**src/rtl/usr_pkg.sv**
```systemverilog
// -----------------------------------------------------------------------------
// usr_pkg
//   Types shared by the universal shift register (usr) and its serial
//   receiver (usr_serial_rx).
//   - usr_mode_e     : modesel encoding, identical on both ends of the link
//   - usr_rx_state_e : receiver framing state
// -----------------------------------------------------------------------------
package usr_pkg;

  typedef enum logic [1:0] {
    MODE_HOLD = 2'b00,  // no shift
    MODE_SHR  = 2'b01,  // shift right, LSB leaves first
    MODE_SHL  = 2'b10,  // shift left, MSB leaves first
    MODE_LOAD = 2'b11   // parallel load, marks start of frame
  } usr_mode_e;

  typedef enum logic {
    IDLE = 1'b0,        // waiting for a load code
    RECV = 1'b1         // frame in progress
  } usr_rx_state_e;

endpackage : usr_pkg

```
**src/rtl/usr_rx_outbuf.sv**
```systemverilog
// -----------------------------------------------------------------------------
// usr_rx_outbuf
//   Single-entry output buffer for the serial receiver. Holds one completed
//   word and hands it out over a valid/ready handshake.
//   Ports:
//     clk, rst_n        : clock, asynchronous active-low reset
//     word_valid, word  : completed word offered on this edge
//     pready            : consumer accepts pout when pvalid && pready
//     pout, pvalid      : buffered word and its valid flag
//     overrun           : sticky, a completed word was dropped (buffer full)
// -----------------------------------------------------------------------------
module usr_rx_outbuf #(
  parameter int WIDTH = 4
) (
  input  logic             clk,
  input  logic             rst_n,
  input  logic             word_valid,
  input  logic [WIDTH-1:0] word,
  input  logic             pready,
  output logic [WIDTH-1:0] pout,
  output logic             pvalid,
  output logic             overrun
);

  // A slot is free if it is empty or being drained on this very edge, which
  // lets a completion and a consume coincide without losing the new word.
  logic slot_free;
  assign slot_free = !pvalid || pready;

  // NOTE: sequential state uses non-blocking (<=) so every register samples
  // the pre-edge values of its inputs, independent of statement order.
  always_ff @(posedge clk or negedge rst_n) begin
    if (!rst_n) begin
      pout    <= '0;
      pvalid  <= 1'b0;
      overrun <= 1'b0;
    end else if (word_valid) begin
      if (slot_free) begin
        pout   <= word;
        pvalid <= 1'b1;
      end else begin
        overrun <= 1'b1;  // pout is kept; the new word is lost
      end
    end else if (pvalid && pready) begin
      pvalid <= 1'b0;     // pout keeps its last value
    end
  end

endmodule : usr_rx_outbuf

```
**src/rtl/usr_serial_rx.sv**
```systemverilog
// -----------------------------------------------------------------------------
// usr_serial_rx
//   Receives the serial stream shifted out by a usr transmitter, using the
//   transmitter's modesel as framing (11 = start) and direction (01 = LSB
//   first, 10 = MSB first). Each WIDTH-bit word is rebuilt in its original bit
//   order and presented on a valid/ready parallel port.
//   Ports:
//     clk, reset        : clock, asynchronous active-low reset
//     Sin, modesel      : serial bit and transmitter mode, sampled together
//     Pout, Pvalid      : received word and valid flag
//     Pready            : consumer ready
//     busy              : frame in progress
//     abort             : 1-cycle pulse, partial frame discarded by a reload
//     dir_err           : 1-cycle pulse, frame discarded on direction change
//     overrun           : sticky, completed word dropped (buffer full)
// -----------------------------------------------------------------------------
module usr_serial_rx
  import usr_pkg::*;
#(
  parameter int WIDTH = 4
) (
  input  logic             clk,
  input  logic             reset,
  input  logic             Sin,
  input  logic [1:0]       modesel,
  output logic [WIDTH-1:0] Pout,
  output logic             Pvalid,
  input  logic             Pready,
  output logic             busy,
  output logic             abort,
  output logic             dir_err,
  output logic             overrun
);

  localparam int CW = $clog2(WIDTH + 1);
  localparam logic [CW-1:0] LAST_BIT = CW'(WIDTH - 1);

  usr_rx_state_e    state_q, state_d;
  logic [CW-1:0]    count_q, count_d;
  logic [WIDTH-1:0] sr_q, sr_d;
  usr_mode_e        dir_q, dir_d;
  logic             abort_d, dir_err_d;
  logic             word_done;
  usr_mode_e        mode;

  assign mode = usr_mode_e'(modesel);

  // Direction is "unlocked" whenever count is zero: the first shift of a
  // frame (re)locks it, so no separate lock flag is needed.
  // NOTE: every signal driven here gets a default first; otherwise a path
  // that leaves one unassigned infers a latch.
  always_comb begin
    state_d   = state_q;
    count_d   = count_q;
    sr_d      = sr_q;
    dir_d     = dir_q;
    abort_d   = 1'b0;
    dir_err_d = 1'b0;
    word_done = 1'b0;

    case (state_q)
      IDLE: begin
        // Unframed shift codes are ignored; only a load opens a frame.
        if (mode == MODE_LOAD) begin
          state_d = RECV;
          count_d = '0;
        end
      end

      RECV: begin
        case (mode)
          MODE_SHR, MODE_SHL: begin
            if (count_q != '0 && mode != dir_q) begin
              dir_err_d = 1'b1;
              state_d   = IDLE;
              count_d   = '0;
            end else begin
              dir_d = mode;
              if (mode == MODE_SHR) sr_d = {Sin, sr_q[WIDTH-1:1]};
              else                  sr_d = {sr_q[WIDTH-2:0], Sin};
              if (count_q == LAST_BIT) begin
                word_done = 1'b1;
                state_d   = IDLE;
                count_d   = '0;
              end else begin
                count_d = count_q + CW'(1);
              end
            end
          end
          MODE_LOAD: begin
            count_d = '0;
            abort_d = (count_q != '0);
          end
          default: ;  // hold: no sample, count unchanged
        endcase
      end

      default: state_d = IDLE;
    endcase
  end

  always_ff @(posedge clk or negedge reset) begin
    if (!reset) begin
      state_q <= IDLE;
      count_q <= '0;
      sr_q    <= '0;
      dir_q   <= MODE_HOLD;
      abort   <= 1'b0;
      dir_err <= 1'b0;
    end else begin
      state_q <= state_d;
      count_q <= count_d;
      sr_q    <= sr_d;
      dir_q   <= dir_d;
      abort   <= abort_d;
      dir_err <= dir_err_d;
    end
  end

  assign busy = (state_q == RECV);

  // The completed word is sr_d, so it reaches the buffer on the same edge
  // that samples the last bit.
  usr_rx_outbuf #(.WIDTH(WIDTH)) u_outbuf (
    .clk        (clk),
    .rst_n      (reset),
    .word_valid (word_done),
    .word       (sr_d),
    .pready     (Pready),
    .pout       (Pout),
    .pvalid     (Pvalid),
    .overrun    (overrun)
  );

endmodule : usr_serial_rx

```
**config.mk**
```make
export PLATFORM = sky130hd
export DESIGN_NAME = usr_serial_rx
export DESIGN_NICKNAME = d
export VERILOG_FILES = /design/src/rtl/usr_pkg.sv /design/src/rtl/usr_rx_outbuf.sv /design/src/rtl/usr_serial_rx.sv
export SDC_FILE = /design/constraint.sdc
export NUM_CORES = 1
export LEC_CHECK = 0
export CAP_MARGIN = 20
export CELL_PAD_IN_SITES_DETAIL_PLACEMENT = 1
export CELL_PAD_IN_SITES_GLOBAL_PLACEMENT = 2
export CORE_ASPECT_RATIO = 0.7
export CORE_UTILIZATION = 30
export DETAILED_ROUTE_END_ITERATION = 16
export PLACE_DENSITY = 0.81
export SYNTH_ARGS = -nofsm -noshare
export SYNTH_HDL_FRONTEND = slang
export SYNTH_HIERARCHICAL = 1
export SYNTH_SLANG_ARGS = --single-unit
```
**constraint.sdc**
```tcl
create_clock -name clk -period 1.7 [get_ports clk]
set_clock_uncertainty 0.15 [all_clocks]
set_input_delay 0.51 -clock clk [delete_from_list [all_inputs] [get_ports clk]]
set_output_delay 0.51 -clock clk [all_outputs]
set_load 0.03 [all_outputs]
```
---- Yosys cells after proc, flatten, opt, wreduce, memory -nomap -nowiden ----
Index checks and enable logic that the tools add are counted.
storage, ports and cells
  ROM bits ................................ 0
  bits in latches ......................... 0
  word-level logic and storage cells ...... 59
  register bits after elaboration ......... 18
  output and inout bits ................... 9
  memories ................................ 0
  bits in writable memories ............... 0
cells by class
  divide/modulo/power cells ............... 0
  add/subtract/negate cells ............... 1
  shift-type cells ........................ 0
  bitwise gates (word level) .............. 3
  multiply operators ...................... 0
  order comparisons ....................... 0
  equality and inequality tests ........... 8
  reduce and logical (&&, ||, !) cells .... 12
  muxes and demuxes ....................... 26
operators with widths
  kind                                                                    count
  1-bit 2-to-1 mux                                                        16
  4-bit 2-to-1 mux                                                        4
  3-bit case mux with 2 select lines                                      2
  3-bit 2-to-1 mux                                                        3
  2-bit AND reduction                                                     4
  2-bit equality test (second input constant)                             2
  2-bit != test (second input constant)                                   2
  3-bit by 1-bit adder with 3-bit output (second input constant)          1
  3-bit by 2-bit equality test with 1-bit output (second input constant)  1
  3-bit by 1-bit != test with 1-bit output (second input constant)        1
  1-bit NOT                                                               3
  3-bit AND reduction                                                     1
  3-bit nonzero test                                                      1
  2-bit by 1-bit equality test with 1-bit output (second input constant)  1
  1-bit logical AND                                                       2
  2-bit != test                                                           1
  1-bit case mux with 2 select lines                                      1
  2-bit nonzero test                                                      1
  2-bit OR reduction                                                      1
  1-bit zero test                                                         1
  1-bit logical OR                                                        1

---- Longest topological paths before layout ----
Gate-level depths: netlist (run 1).
  word-level depth ........................ 7
  depth in mapped cells ................... 8
  mapped depth without buffers ............ 8

---- Hierarchy ----
The synthesis (run 1) kept the hierarchy.
by module, submodules not included
  module         area an instance (um2)  times used  cells an instance
  usr_serial_rx  623.1                   1           58
  usr_rx_outbuf  250.2                   1           15

---- Worst setup path before layout (run 1) ----
No wires, ideal clock.
  path type ............................... input-to-reg
  start ................................... input port modesel[1]
  end ..................................... register u_outbuf.pout[0]
  setup time .............................. 0.125 ns
  setup slack ............................. -0.225 ns
  stages .................................. 7
  data arrival time ....................... 1.650 ns
  cell sequence ........................... inv_1 -> ha_1 -> nor2b_1 -> nand2_2 -> nor2_1 -> nand2_4 -> mux2_4
between the ends
  cells in the longest elaborated chain, start to end .. 6
ends and longest elaborated chain
  element                            line                 text
  from (decl)                        usr_serial_rx.sv:25  input logic [1:0] modesel,
  2-bit != test                      usr_serial_rx.sv:73  if (count_q != '0 && mode != dir_q) begin
  1-bit logical AND                  usr_serial_rx.sv:73
  1-bit 2-to-1 mux                   usr_serial_rx.sv:73
  1-bit 2-to-1 mux (*)               usr_serial_rx.sv:71  case (mode)
  1-bit 2-to-1 mux (*)               usr_serial_rx.sv:61  case (state_q)
  via word_done                      usr_serial_rx.sv:43  logic word_done;
  2-bit AND reduction (no line) (*)  --
  to (signal assigned)               usr_rx_outbuf.sv:39  pout <= word;
  to (decl)                          usr_rx_outbuf.sv:20  output logic [WIDTH-1:0] pout,
The timed path passes the listed nets; every way through them passes the cells marked *.
A chain may end at the register's enable or synchronous reset.

---- Worst setup path after layout (run 1) ----
  start ................................... input port modesel[1]
  end ..................................... register u_outbuf.pout[2]
The elaborated chain is that of the path after synthesis.

==> results of run 1 <==
## critical path, delay by kind of cell
kind | cells | cell delay, ns
adders and majority gates | 1 | 0.23
buffers and inverters | 2 | 0.17
muxes | 1 | 0.31
and+or+nand+nor | 4 | 0.44
## metal layers
layer | part of all wire (%) | global-route usage [%]
met1 | 49 | 20.63
met2 | 46 | 25.92
met3 | 5.0 | 5.340
met4 | 0.61 | 3.830
met5 | 0 | 0
## Yosys cell counts, types with 2 or more instances
master / count
a21oi_1: 7
a31oi_1: 4
dfrtp_1: 18
ha_1: 4
inv_1: 5
mux2_4: 6
mux2i_1: 4
nand2_1: 3
nand2b_1: 3
nor2_1: 3
xor2_1: 2
## metrics by stage
step	TNS, ns	hold slack [ns]	cell area, sq um	setup slack, ns	util (%)
finish	0	0.3398	1270	0.03476	48.68
global route	-0.1425	0.3598	1270	-0.04463	48.68
CTS	0	0.3494	1250	0.002579	47.91
global placement	-9.340	0.3124	1151	-0.6704	44.12
floorplan	-0.1609	0.06441	905.9	-0.04023	-
detailed placement	-9.926	0.3344	1151	-0.7201	44.12
## power groups by stage
stage               Combinational, mW  Sequential (mW)  Clock (mW)
finish                           1.08            0.675       0.354
global route                     1.19            0.694       0.378
CTS                              1.08            0.673       0.363
detailed placement              0.951            0.679           0
global placement                0.931            0.670           0
floorplan                       0.476            0.793           0
## cell families after synthesis
logic type	synth area share, %
AND/OR/NAND/NOR	11.89
buffers and inverters	4.440
multiplexers	14.90
AO/OA/AOI/OAI	9.456
flip-flops	51.58
XOR/XNOR	2.006
adder cells (fa/ha/maj)	5.731
## sequential cells by signal, summed over array words and instances, names as in the netlist
signal / flops
u_outbuf/overrun: 1
u_outbuf/pout: 4
dir_q: 2
sr_q: 4
busy: 1
abort: 1
u_outbuf/pvalid: 1
dir_err: 1
count_q: 3
## layout make-up
class	count	share of cell area (%)
timing repair buffer	30	18.52
tap	34	3.350
sequential	18	35.47
inverter	5	1.675
multi-input combinational	47	36.65
clock buffer	4	4.335
## worst paths after layout
kind / slack, ns / end / startpoint
setup / recovery: 0.03 / u_outbuf/pout[2] / modesel[1]
hold / removal: 0.34 / u_outbuf/overrun / u_outbuf/overrun
setup reg to reg: 0.05 / u_outbuf/pout[2] / count_q[0]
hold reg to reg: 0.34 / u_outbuf/overrun / u_outbuf/overrun
max in group asynchronous: 0.77 / u_outbuf/pout[3] / reset
min in group asynchronous: 0.42 / abort / reset
## timing repair
item | CTS | global route
buffers inserted | 2 | 0
pin swaps | 3 | 5
endpoints found under the setup margin | 20 | 5
gates resized for setup | 19 | 3
cloned | 1 | 0
==> flow_summary.json, run 1 <==
{
  "fin_crit_ns": 1.665,
  "num_antenna_cells": 0,
  "ant_nets": 0,
  "drtIter0Drc": 13,
  "ys_ff_latch": 18,
  "cts_max_level": 1,
  "cts_root_buf": "clkbuf_8",
  "synth-edff-count": 0,
  "synthFlopType": "dfrtp_1",
  "p_per_area_nw_per_um2": 1663,
  "ff2ff_path_depth": 8,
  "final_cell_mix": "21 x buf_4, 18 x dfrtp_1, 6 x a21oi_1, 6 x mux2_4",
  "rsz0062_at_grt": "true",
  "slew_headroom_pct": 79.70,
  "grt_pass1_wl_um": 3450,
  "vias": 649,
  "finalHoldViolCount": 0,
  "synth.avg_cell_area_sq_um": 11.96,
  "regArea_sq_um": 450.4,
  "hold_depth": 1,
  "sw_frac_of_total_pct": 37.72,
  "cp_cell_sequence": "buf_4, inv_4, ha_4, nor2b_2, nand2_2, nor2_4, nand2_4, mux2_4",
  "die_area_sq_um": 3134,
  "syn_nets": 83,
  "die-height_um": 47.14,
  "power_frac_comb_pct": 51.3,
  "fin_nets": 115,
  "yosysTopAreaCellShare_pct": 51.58,
  "power_frac_seq_pct": 31.9,
  "dp.cells": 131,
  "viasPerCell": 4.703,
  "max_freq_ghz": 0.6005,
  "clkLatencyLatePin_ns": 0.26,
  "final_common_cell": "buf_4",
  "worst_slew_pin_slew_ns": 0.3056,
  "cts_buffers": 3,
  "yosysUniqueCellTypes": 25,
  "worstPathArrival_ns": 1.65,
  "internal_power_mw": 1.316,
  "wl_per_cell_um": 14.36,
  "fillers": 284,
  "cts_hold_buf": 0,
  "syn_inst": 73,
  "yosysTopAreaCell": "dfrtp_1",
  "cp_max_fo": 4,
  "p_sw_mw": 0.7969,
  "slowest_stage": "mux2_4",
  "track_usage_pct": 15.83,
  "ys_warn_count": 6,
  "ir_worst_vdd_mv": 0.6414,
  "grt_max_degree": 19,
  "leakagePower_nw": 0.6044,
  "crit_path_start_kind": "input pin",
  "wl_um": 1981,
  "status": "finished, final reports clean",
  "dp_hpwl_um": 1456,
  "multi_input_area_sq_um": 465.4,
  "worst_setup_path_end_kind": "flip-flop",
  "fp-row-count": 15,
  "critical_path_class": "input pin to flip-flop",
  "clk_pin_slew_ns": 0.06,
  "cts_sinks": 18,
  "worstHoldPathType": "flip-flop to flip-flop",
  "start_util_pct": 33.48,
  "layout-drive-gt1-share_pct": 48.08,
  "synth_area_leaders": "dfrtp_1 52%, mux2_4 10%, ha_1 5.7%",
  "antenna_found_initial": 0,
  "route.detailed.drc": 0,
  "slew_viol_final": 0,
  "min_period_over_period_pct": 97.96,
  "finalSetupViolations": 0,
  "firstDrtPassIters": 3,
  "grt_pass1_vias": 696,
  "cpPeakStageDelay_ns": 0.31,
  "fin_cells": 138,
  "die_x_um": 66.49,
  "cts_tree": "yes",
  "drv_cap": 0,
  "core_sq_um": 2609,
  "grt_overflow": 0,
  "cts_max_path_buffers": 2,
  "syn_area_sq_um": 873.3,
  "p_total_mw": 2.113,
  "globalplace.congestion": 0.7546,
  "area_growth_pct": 45.42,
  "async_flop_share_pct": 100.0,
  "clockPowerShare_pct": 16.8,
  "port_buffers": 14,
  "ys_seq_area_share_pct": 51.58,
  "ios": 15,
  "required_ns": 1.68
}
No activity file was read; power rests on OpenSTA's default activity.
==> run 2, diff against run 1 <==
Settings changed: ABC_AREA set to 1, CORE_UTILIZATION 30 to 27, PLACE_DENSITY 0.81 to 0.82.
==> flow_summary.json, run 2 <==
{
  "status": "finished, final reports clean",
  "synth_area_leaders": "dfrtp_1 51%, nand2_1 16%, nand3_1 6.8%",
  "ant_nets": 0,
  "cp_max_fo": 2,
  "worstPathArrival_ns": 1.00,
  "cts_max_path_buffers": 2,
  "worst_setup_path_end_kind": "primary output",
  "ys_seq_area_share_pct": 50.78,
  "top_regs": "sr_q: 4 flops, u_outbuf/pout: 4 flops, count_q: 3 flops",
  "synth.most_common_cell": "nand2_1",
  "p_per_area_nw_per_um2": 1715,
  "cp_cell_sequence": "clkdlybuf4s15_1",
  "yosysTopAreaCellShare_pct": 50.78,
  "layout-drive-gt1-share_pct": 34.75,
  "pre_cts_ws_ns": -0.6865,
  "worstHoldPathType": "flip-flop to flip-flop",
  "yosysUniqueCellTypes": 16,
  "wl_um": 2445,
  "drtIter0Drc": 31,
  "finalSetupViolations": 0,
  "slew_headroom_pct": 79.92,
  "yosysTopAreaCell": "dfrtp_1",
  "grt_max_degree": 19,
  "syn_inst": 109,
  "synthFlopType": "dfrtp_1",
  "hold_slack_ns": 0.3302,
  "cts_tree": "yes",
  "cts_buffers": 3,
  "syn_nets": 119,
  "start_util_pct": 29.94,
  "port_buffers": 14,
  "drv_cap": 0,
  "final_common_cell": "nand2_1",
  "clk_pin_slew_ns": 0.07,
  "finalHoldViolCount": 0,
  "crit_buf_inv": 1,
  "power_frac_comb_pct": 53.6,
  "cts_hold_buf": 0,
  "max_freq_ghz": 0.6034,
  "crit_path_start_kind": "flip-flop",
  "ys_ff_latch": 18,
  "dp_hpwl_um": 1737,
  "grt_overflow": 0,
  "fin_ws_ns": 0.04283,
  "ios": 15,
  "power_frac_seq_pct": 30.7,
  "core_sq_um": 2963,
  "p_total_mw": 2.270,
  "num_antenna_cells": 0,
  "fin_nets": 152,
  "ir_worst_vdd_mv": 0.6646,
  "cp_top_family": "flip-flops",
  "die_area_sq_um": 3522,
  "grt_pass1_vias": 846,
  "leakagePower_nw": 0.6881,
  "slew_viol_final": 0,
  "fp-row-count": 16,
  "synth.avg_cell_area_sq_um": 8.139,
  "fin_crit_ns": 1.657,
  "antenna_found_initial": 0,
  "wl_per_cell_um": 13.81,
  "track_usage_pct": 15.45,
  "slowest_stage": "dfrtp_1",
  "die_x_um": 70.51,
  "critical_path_class": "flip-flop to primary output",
  "worst_slew_pin_slew_ns": 0.3024,
  "route.detailed.drc": 0,
  "synth-edff-count": 0,
  "firstDrtPassIters": 6,
  "clkLatencyLatePin_ns": 0.26,
  "min_period_over_period_pct": 97.48,
  "cts_sinks": 18,
  "vias": 827,
  "clockPowerShare_pct": 15.8,
  "syn_area_sq_um": 887.1,
  "sw_frac_of_total_pct": 42.10,
  "p_sw_mw": 0.9556,
  "area_growth_pct": 49.22,
  "dp.cells": 167,
  "cts_max_level": 1,
  "fillers": 352,
  "required_ns": 1.04,
  "fin_cells": 177,
  "rsz0062_at_grt": "false",
  "synth_common_cells": "37 x nand2_1, 18 x dfrtp_1, 12 x inv_1, 12 x nand3_1, 8 x nor2_1",
  "cts_root_buf": "clkbuf_8",
  "ys_warn_count": 6,
  "globalplace.congestion": 0.8080,
  "final_cell_mix": "31 x nand2_1, 18 x dfrtp_1, 15 x buf_4",
  "viasPerCell": 4.672,
  "die-height_um": 49.96,
  "grt_pass1_wl_um": 4084,
  "async_flop_share_pct": 100.0,
  "cpPeakStageDelay_ns": 0.37,
  "internal_power_mw": 1.314
}
==> run 2: cell count changes after synthesis, moves of 2 or more <==
cell,delta
a21oi_1,-5
a21oi_2,+2
mux2_4,-6
nand2b_1,-3
inv_2,+2
inv_1,+7
xor2_1,-2
nand3_1,+11
o21ai_0,+2
a31oi_1,-4
nand2_2,+4
mux2i_1,-4
nand2_1,+34
nor2_1,+5
==> run 2: cell type report <==
type	instances	area (sq um)	area share [%]
clock buffers	4	55.05	4.159
multi-input cells	75	450.4	34.03
inverters	14	60.06	4.537
well taps	36	45.04	3.403
repair buffers	30	262.8	19.85
flip-flops and latches	18	450.4	34.03
==> run 2: worst paths after layout <==
check,start,end,slack (ns),cells past startpoint
max reg2reg,count_q[0],u_outbuf/overrun,0.10,9
min in group asynchronous,reset,u_outbuf/pout[2],0.42,2
min reg2reg,u_outbuf/overrun,u_outbuf/overrun,0.33,1
max,u_outbuf/pvalid,Pvalid,0.04,1
max in group asynchronous,reset,sr_q[1],0.77,2
min,u_outbuf/overrun,u_outbuf/overrun,0.33,1
==> run 2: what timing repair did <==
item                       4_1_cts  5_1_grt
cloned                           0        0
pin swaps                        3        6
setup endpoints to repair       23       11
gates resized for setup         12       23
setup buffers                    3        4
==> run 2: through the flow <==
step | setup TNS, ns | cell area (sq um) | util (%)
5_1_grt | 0 | 1324 | 44.68
3_5_place_dp | -9.171 | 1167 | 39.40
2_1_floorplan | 0 | 917.1 | -
4_1_cts | 0 | 1235 | 41.68
6_report | 0 | 1324 | 44.68
3_3_place_gp | -7.597 | 1167 | 39.40
==> run 2: logic make-up (layout without fill, tap and decap cells) <==
family / Yosys count / after routing / synth area share, %
AO/OA/AOI/OAI: 9 / 9 / 6.629
adder cells (fa/ha/maj): 4 / 4 / 5.642
buffers and inverters: 16 / 48 / 7.616
flip-flops: 18 / 18 / 50.78
AND/OR/NAND/NOR: 62 / 62 / 29.34
==> run 2: routing by layer <==
metal / up-vias / share of wire [%] / wire length, um / track usage, %
li1: 405 / - / - / -
met1: 403 / 46 / 1130 / 19.25
met2: 13 / 49 / 1201 / 25.57
met3: 6 / 3.3 / 80 / 5.112
met4: 0 / 1.3 / 33 / 4.422
met5: - / 0 / 0 / 0
==> run 2: power by group through the flow <==
stage / sequential [mW] / clock, mW / combinational [mW]
CTS: 0.690 / 0.369 / 1.02
floorplan: 0.793 / 0 / 0.495
detailed placement: 0.695 / 0 / 1.00
finish: 0.696 / 0.358 / 1.22
global placement: 0.693 / 0 / 0.967
global route: 0.715 / 0.386 / 1.33
==> run 3, diff against run 2 <==
Settings changed: CTS_CLUSTER_DIAMETER set to 30.
==> results of run 3 <==
No change in the layout: final DEF, timing and power equal those of run 2.
